==> src/rtl/uart_rx_fifo.sv <==
// Receive byte buffer behind the UART receiver. It captures each rx_done byte into a
// circular FIFO and presents it first-word-fall-through, with occupancy and overrun status.
module uart_rx_fifo #(
  parameter int DEPTH       = 16,
  parameter int AFULL_LEVEL = 12
) (
  input  logic                     clk,
  input  logic                     rstN,
  input  logic [7:0]               rx_data,
  input  logic                     rx_done,
  output logic [7:0]               m_data,
  output logic                     m_valid,
  input  logic                     m_ready,
  output logic [$clog2(DEPTH):0]   count,
  output logic                     full,
  output logic                     almost_full,
  output logic                     overrun,
  input  logic                     overrun_clr,
  input  logic                     flush
);

  localparam int AW = $clog2(DEPTH);
  localparam int CW = AW + 1;

  logic [7:0]    mem_q [DEPTH];
  logic [AW-1:0] wr_ptr_q, wr_ptr_d;
  logic [AW-1:0] rd_ptr_q, rd_ptr_d;
  logic [CW-1:0] count_q, count_d;
  logic          overrun_q, overrun_d;
  logic          push, pop, drop;

  assign m_valid     = (count_q != '0);
  assign m_data      = m_valid ? mem_q[rd_ptr_q] : 8'h00;
  assign count       = count_q;
  assign full        = (count_q == CW'(DEPTH));
  assign almost_full = (count_q >= CW'(AFULL_LEVEL));
  assign overrun     = overrun_q;

  always_comb begin
    pop       = m_valid && m_ready;
    // A pop frees the slot in the same cycle, so a full FIFO still accepts the byte.
    push      = rx_done && (!full || pop);
    drop      = rx_done && full && !pop && !flush;
    wr_ptr_d  = wr_ptr_q;
    rd_ptr_d  = rd_ptr_q;
    count_d   = count_q;
    overrun_d = overrun_q;

    if (flush) begin
      wr_ptr_d = '0;
      rd_ptr_d = '0;
      count_d  = '0;
    end else begin
      if (push) wr_ptr_d = wr_ptr_q + AW'(1);
      if (pop)  rd_ptr_d = rd_ptr_q + AW'(1);
      if (push && !pop)      count_d = count_q + CW'(1);
      else if (pop && !push) count_d = count_q - CW'(1);
    end

    // Set wins over clear so a drop coinciding with a clear is never lost.
    if (drop)             overrun_d = 1'b1;
    else if (overrun_clr) overrun_d = 1'b0;
  end

  always_ff @(posedge clk) begin
    if (!rstN) begin
      wr_ptr_q  <= '0;
      rd_ptr_q  <= '0;
      count_q   <= '0;
      overrun_q <= 1'b0;
    end else begin
      wr_ptr_q  <= wr_ptr_d;
      rd_ptr_q  <= rd_ptr_d;
      count_q   <= count_d;
      overrun_q <= overrun_d;
    end
  end

  // Storage is not reset; only the pointers and count define what is valid.
  always_ff @(posedge clk) begin
    if (rstN && push && !flush) mem_q[wr_ptr_q] <= rx_data;
  end

endmodule

==> config.mk <==
export PLATFORM = sky130hd
export DESIGN_NAME = uart_rx_fifo
export DESIGN_NICKNAME = d
export VERILOG_FILES = /design/src/rtl/uart_rx_fifo.sv
export SDC_FILE = /design/constraint.sdc
export NUM_CORES = 1
export LEC_CHECK = 0
export ABC_AREA = 1
export ABC_CLOCK_PERIOD_IN_PS = 4390
export BUFFER_PORTS_ARGS = -buffer_cell sky130_fd_sc_hd__buf_2
export CAP_MARGIN = 15
export CORE_ASPECT_RATIO = 1.1
export CORE_UTILIZATION = 45
export CTS_BUF_LIST = sky130_fd_sc_hd__clkbuf_8
export DETAILED_ROUTE_END_ITERATION = 16
export PLACE_DENSITY_LB_ADDON = 0.08
export SYNTH_ARGS = -nofsm -noshare
export SYNTH_HDL_FRONTEND = slang
export SYNTH_SLANG_ARGS = --single-unit
export TNS_END_PERCENT = 10
==> constraint.sdc <==
create_clock -name clk -period 4.39 [get_ports clk]
set_input_delay 0.6585 -clock clk [delete_from_list [all_inputs] [get_ports clk]]
set_output_delay 0.6585 -clock clk [all_outputs]
set_load 0.03 [all_outputs]
==> impl_metrics.ini, run 1 <==
[worst_setup_path]
setup.worst_path.start_class = register
critical_path_max_stage_delay_ns = 0.71
critical_path.endpoint = m_data[2]
worst-endpoint-arrival_ns = 2.53
r2r_slack_ns = 1.83
cp.depth = 8
critPathMostFrequentCell = nand2_1
timing.critical_path.buf_inv = 2
r2r-start = count[0]
critical_path_peak_fanout = 36
timing.critical_path.max_delay_family = flip-flops
cp_cell_sequence = buf_4 > nand2_1 > nand3_1 > nand3_1 > nand2_1 > nand2_1 > a21oi_1 > buf_2
worst-r2r-cell-count = 13
crit_type = reg2out
worst_path_max_delay_cell = dfxtp_2
worst_setup_path_end_kind = output pin
critical_path_required_ns = 3.73
r2r-end = count[3]

[power]
clockPowerShare_pct = 31.3
totalPowerFinal_uw = 2807
power_density_mw_per_mm2 = 411.4
cellLeakagePower_uw = 0.002587
switching_share_pct = 26.93
comb_power_share_pct = 13.8
max-vdd-ir-drop_mv = 0.1993
power.net_switching_uw = 756.1
share_seq_of_total_power_pct = 54.9
power_report.internal_total_uw = 2051

[detailed_routing]
drc = 0
num_vias = 4021
drt_iter0_drc = 260
totalWireLength_um = 13860
avgRoutedWirePerCell_um = 17.35
antenna_left = 0
routed_via_density = 5.033
dr.pass1.iters = 4

[synth]
yosys_warning_count = 0
synth.cell_area_sq_mm = 0.006191
synthMuxAreaShare_pct = 0
synth_compound_gate_area_share_pct = 2.688
postSynthCellCount = 567
mappedNetlistNets = 592
synthesis.area_per_instance_sq_um = 10.92
post_synthesis_share_of_cell_area_spent_on_and_or_nand_and_nor_gates_pct = 21.42
combinational_family_with_the_most_area_after_synthesis = simple AND/OR/NAND/NOR gates
post_synth_xor_area_fraction_pct = 0.8488
ys_ff_latch = 146
synth-adder-area-share_pct = 2.344
synth_cell_type_count = 21
seq_area_frac_synth_pct = 67.91

[timing]
finClkSkew_ns = 0.009362
finalSetupTns_ns = 0
min_period_ns = 3.187
count_of_final_max_slew_check_failures = 0
timing.final.crit_share_pct = 72.59
setup_repair_after_global_routing_missed_its_margin = false
timing.slew.headroom_pct = 34.44
max_freq_mhz = 313.8
setup_viol = 0
worst-slew-pin-transition_ns = 0.9759
hold_violations = 0

[placed_design]
port_buffers = 30
gp_congestion = 0.7686
placed_area_sq_mm = 0.006479
detailedPlacementHpwl_um = 8703

[global_route]
congestion_overflow_gr = 0
antenna_found_initial = 0
grtUsageTotal_pct = 21.00
pin_count_of_the_biggest_net_entering_global_routing = 41
first_global_vias = 3913
first_pass_grt_wire_length_um = 21530

[job]
timing.max_cap.violations = 0

[run_status]
outcome = completed

[final_layout]
post_route_cells_drive_above_1_share_pct = 11.06
leading_cell_type_in_the_layout_fill_and_taps_excluded = nand2_1
nets = 628
total_inserted_antenna_cells = 0
final_design_area_no_fill_sq_mm = 0.006824
area_growth_syn_to_layout_pct = 10.23
mostFrequentLayoutCells = nand2_1 (185), edfxtp_1 (128), nand3_1 (103)
fillers = 1258

[clocking]
clock-sinks = 146
clk_transition_reported_paths_ns = 0.07
cts_max_level = 4
cts_buffers = 17
tritoncts_clock_tree = built
post_cts.resized_instances = 0
clock_insertion_delay_worst_skew_ns = 0.45
root_buffer = clkbuf_8
clock_tree.buffer_depth = 2
postCtsSetupBuffers = 0
holdBufCountCts = 0

[floorplan]
initial_core_util_pct = 46.47
chipHeight_um = 125.0
total_core_area_sq_mm = 0.01332
floorplan.die_area_sq_mm = 0.01423
die-width_um = 113.8
io_pins = 31
rows = 44

[worst_hold_path]
hp-class = in2reg
holdCritStartpoint = overrun_clr
-- registers in the layout, indices dropped and copies added (netlist names), named ones only --
name,flops
wr_ptr_q,4
rd_ptr_q,4
mem_q,128
overrun,1
count,5
-- layer usage --
metal,wire length (um),track usage (%)
met4,344,10.01
met3,397,4.169
met1,6051,25.99
met5,0,0
met2,7069,35.29
-- worst min path at each step --
stage | cells past startpoint | slack [ns] | end
2_1_floorplan | 2 | 0.47 | register
3_3_place_gp | 2 | 0.46 | overrun
3_5_place_dp | 2 | 0.47 | overrun
4_1_cts | 2 | 0.39 | overrun
5_1_grt | 2 | 0.40 | overrun
6_report | 2 | 0.42 | overrun
-- synthesized netlist by cell type --
| cell | count | area [sq um] |
|---|---|---|
| nor2_1 | 17 | 63.81 |
| xnor2_1 | 2 | 17.52 |
| xor2_1 | 4 | 35.03 |
| ha_1 | 10 | 125.1 |
| clkbuf_1 | 2 | 7.510 |
| buf_2 | 12 | 60.06 |
| nor3_1 | 8 | 40.04 |
| buf_6 | 7 | 78.83 |
| o22ai_1 | 1 | 6.260 |
| a21oi_1 | 22 | 110.1 |
| edfxtp_1 | 128 | 3844 |
| fa_1 | 1 | 20.02 |
| dfxtp_1 | 18 | 360.4 |
| buf_4 | 5 | 37.54 |
| inv_1 | 29 | 108.9 |
| o21ai_0 | 10 | 50.05 |
| nand3_1 | 103 | 515.5 |
| inv_2 | 1 | 3.750 |
| nand4_1 | 1 | 6.260 |
| nand2_2 | 1 | 6.260 |
| nand2_1 | 185 | 694.4 |
-- through the flow --
step / setup WS (ns) / hold slack (ns) / std cells / utilization [%]
4_1_cts: 1.085 / 0.3851 / 798 / 51.01
3_5_place_dp: 1.545 / 0.4663 / 767 / 48.63
3_3_place_gp: 1.578 / 0.4558 / 767 / 48.63
5_1_grt: 1.002 / 0.4035 / 799 / 51.22
2_1_floorplan: 1.996 / 0.4717 / 567 / -
6_report: 1.203 / 0.4192 / 799 / 51.22
-- power groups by stage --
| stage | Clock (uW) | Combinational, uW | Sequential, uW |
|---|---|---|---|
| after global routing | 953 | 432 | 1540 |
| after detailed placement | 0 | 387 | 1570 |
| after floorplan | 0 | 270 | 1570 |
| after global placement | 0 | 383 | 1570 |
| final | 878 | 389 | 1540 |
| after CTS | 901 | 387 | 1540 |
-- worst reg2reg max path: stages (launching register included) --
cell and delay (ns):
dfxtp_1 0.36, nor2_1 0.19, nand4_1 0.14, nand2_1 0.38, inv_1 0.19, ha_1 0.28
inv_1 0.14, ha_1 0.28, a21oi_1 0.15, nand2_1 0.08, nand2_1 0.06, nand2_1 0.04
o21ai_0 0.15, inv_1 0.05
-- area by class of cell --
class / instances / area [sq um] / share of cell area (%)
Clock buffer: 17 / 234.0 / 3.429
Timing Repair Buffer: 43 / 267.8 / 3.924
Inverter: 30 / 112.6 / 1.650
Multi-Input combinational cell: 365 / 1690 / 24.77
Tap cell: 184 / 230.2 / 3.374
Clock inverter: 14 / 83.83 / 1.228
Sequential cell: 146 / 4205 / 61.62
-- cells by family (layout without fill, tap and decap cells) --
logic type	Yosys count	count (layout)
AOI/OAI and AO/OA	33	33
xor gates and xnor gates	6	6
adders and majority gates	11	11
buffers and inverters	56	104
DFF	146	146
and+or+nand+nor	315	315
Note: power is estimated with default switching activity, not from simulation.
==> run 2: changes to the inputs <==
- ABC_AREA: 1 -> 0
- ABC_CLOCK_PERIOD_IN_PS: 4390 -> 2600
- clock period: 4.39 -> 2.6 ns (I/O delays scaled with it)
==> run 2 against run 1 <==
  * The run now ends with design-rule violations, negative setup slack left
  * Via count fell by 23%
  * Synthesized area fell by 4.5%
  * Register-to-register slack got worse by 1.8 ns
  * Critical endpoint is now m_data[4]
==> impl_metrics.ini, run 2 <==
[synth]
yosys.cell_count.top_type = edfxtp_1
synth_cell_type_count = 37
synth_commonest_cells = edfxtp_1 (128), mux4_2 (32), nor2_1 (27), dfxtp_1 (18), a211oi_1 (17)
synth_async_sr_flop_share_pct = 0
yosysTopAreaCellShare_pct = 65.00
postSynth.topFlopCell = edfxtp_1
synth.cell_area_sq_mm = 0.005913
post-synth-top-area-cell = edfxtp_1
synthesis.area_per_instance_sq_um = 18.03
synth_area_leaders = edfxtp_1 (65%), mux4_2 (12%), dfxtp_1 (6.1%), a211oi_1 (2.2%), ha_1 (2.1%)
ys_ff_latch = 146
mappedNetlistNets = 353
yosys_warning_count = 0
synth-edff-count = 128
postSynthCellCount = 328
seq_area_frac_synth_pct = 71.10

[timing]
setup_viol = 3
fin_ws_ns = -0.04323
finClkSkew_ns = 0.01142
setup_repair_after_global_routing_missed_its_margin = true
worst-slew-pin-transition_ns = 1.002
hold_violations = 0
min_period_ns = 2.643
max_freq_mhz = 378.3
timing.slew.headroom_pct = 32.98
count_of_final_max_slew_check_failures = 0
finalSetupTns_ns = -0.04845
timing.final.crit_share_pct = 101.7

[placed_design]
detailedPlacementHpwl_um = 7573
place_ws_ns = 0.02510
port_buffers = 30
gp_congestion = 0.7465

[floorplan]
chipHeight_um = 122.2
initial_core_util_pct = 46.57
total_core_area_sq_mm = 0.01270
die-width_um = 111.3
rows = 43
floorplan.die_area_sq_mm = 0.01360
io_pins = 31

[clocking]
cts_buffers = 17
clk_transition_reported_paths_ns = 0.08
tritoncts_clock_tree = built
cts_max_level = 4
clock_insertion_delay_worst_skew_ns = 0.44
root_buffer = clkbuf_8
clock-sinks = 146
clock_tree.buffer_depth = 2

[final_layout]
post_route_cells_drive_above_1_share_pct = 37.28
total_inserted_antenna_cells = 0
nets = 409
registers.top_by_ff_count = mem_q
area_growth_syn_to_layout_pct = 19.04
largest_reg_flops = 128
mostFrequentLayoutCells = edfxtp_1 (128), mux4_2 (32), nor2_1 (27)
leading_cell_type_in_the_layout_fill_and_taps_excluded = edfxtp_1

[power]
switching_share_pct = 25.08
power.net_switching_uw = 1308
comb_power_share_pct = 14.8
share_seq_of_total_power_pct = 49.8
clockPowerShare_pct = 35.4
power_density_mw_per_mm2 = 740.8
cellLeakagePower_uw = 0.002332
max-vdd-ir-drop_mv = 0.3677
power_report.internal_total_uw = 3907

[detailed_routing]
routed_via_density = 5.560
antenna_left = 0
drc = 6
totalWireLength_um = 11870
num_vias = 3080
drt_iter0_drc = 169
avgRoutedWirePerCell_um = 21.42
dr.pass1.iters = 11

[global_route]
pin_count_of_the_biggest_net_entering_global_routing = 33
congestion_overflow_gr = 0
grtUsageTotal_pct = 19.02
antenna_found_initial = 0
first_pass_grt_wire_length_um = 18350
first_global_vias = 3055

[worst_setup_path]
worst_setup_path_end_kind = output pin
critical_path_max_stage_delay_ns = 0.51
worst-endpoint-arrival_ns = 2.25
timing.critical_path.max_delay_family = multiplexers
timing.critical_path.buf_inv = 3
setup.worst_path.start_class = register
critical_path_peak_fanout = 6
r2r-start = count[0]
crit_type = reg2out
r2r_slack_ns = 0.05
cp_cell_sequence = buf_12 > buf_16 > mux4_2 > nor2b_4 > a211oi_4 > a211oi_2 > buf_4
critical_path_required_ns = 2.21
worst_path_max_delay_cell = mux4_2

[run_status]
outcome = finished with violations
violated_checks = design-rule violations, negative setup slack

[worst_hold_path]
hp-class = in2reg
holdCritStartpoint = rstN

[job]
timing.max_cap.violations = 0
## run 2: cell count changes after synthesis, moves of 6 or more
cell	previous run	this run
mux4_2	0	32
nand2_1	185	10
inv_1	29	7
nand3_1	103	5
a21oi_1	22	4
a211oi_1	0	17
nor2b_1	0	10
mux2i_1	0	9
o21ai_0	10	0
buf_6	7	1
nor2_1	17	27
## run 2: area by class of cell
| cell class | instances | area (sq um) |
|---|---|---|
| clock buffer | 21 | 289.0 |
| clock inverter | 11 | 135.1 |
| fill | 1012 | 5658 |
| multi-input combinational | 156 | 1705 |
| sequential | 146 | 4215 |
| timing repair buffer | 56 | 471.7 |
| tap | 157 | 196.4 |
| inverter | 7 | 26.28 |
## run 2: kinds of logic after synthesis
| logic type | count (synthesis) | synth area share (%) |
|---|---|---|
| multiplexers | 41 | 13.71 |
| AND/OR/NAND/NOR | 64 | 5.184 |
| buffers and inverters | 26 | 2.010 |
| XOR/XNOR | 7 | 1.037 |
| flip-flops | 146 | 71.10 |
| adder cells (fa/ha/maj) | 11 | 2.455 |
| AO/OA/AOI/OAI | 33 | 4.507 |
## run 2: worst register-to-register path, stage by stage, from the launching register on
cell and delay [ns]:
dfxtp_4 0.37, or4_4 0.60, o31a_1 0.31, ha_4 0.19, fa_2 0.34, nand3b_1 0.20, and3_1 0.18, o211ai_1 0.16
o31ai_1 0.09
## run 2: power groups by stage
stage	clock network, uW	registers, uW	logic (uW)
floorplan	0	2670	459
global placement	0	2650	708
detailed placement	0	2650	716
CTS	1880	2600	756
global route	1970	2600	835
finish	1850	2600	773
## run 2: layer usage
layer  vias up  track usage (%)  wire, um
met4         0            8.193       114
li1       1408                -         -
met3        11            4.593       644
met5         -                0         0
met1      1568            25.27      5320
met2        93            30.23      5788
## run 2: worst paths after layout
kind                             endpoint  cells past startpoint
worst min register to register   register                      2
worst max-delay path            m_data[4]                      7
worst max register to register   count[4]                      8
worst min-delay path              overrun                      2
## run 2: stage by stage
step	total power, uW	util (%)	cells	cell area [sq um]	hold slack [ns]
6_report	5215	55.44	554	7039	0.1861
5_1_grt	5400	55.44	554	7039	0.1769
4_1_cts	5231	54.92	553	6973	0.1601
3_5_place_dp	3365	50.25	515	6380	0.4853
3_3_place_gp	3355	50.25	515	6380	0.4753
2_1_floorplan	3129	-	328	5949	0.4587
## run 2: repair_timing
action / in CTS / in global routing
setup endpoints to repair: 8 / 10
endpoints found under the hold margin: 0 / 0
gates cloned: 2 / 0
resized for setup: 21 / 10
hold buffers: 0 / 0
pin swaps: 8 / 9
buffers inserted: 4 / 1
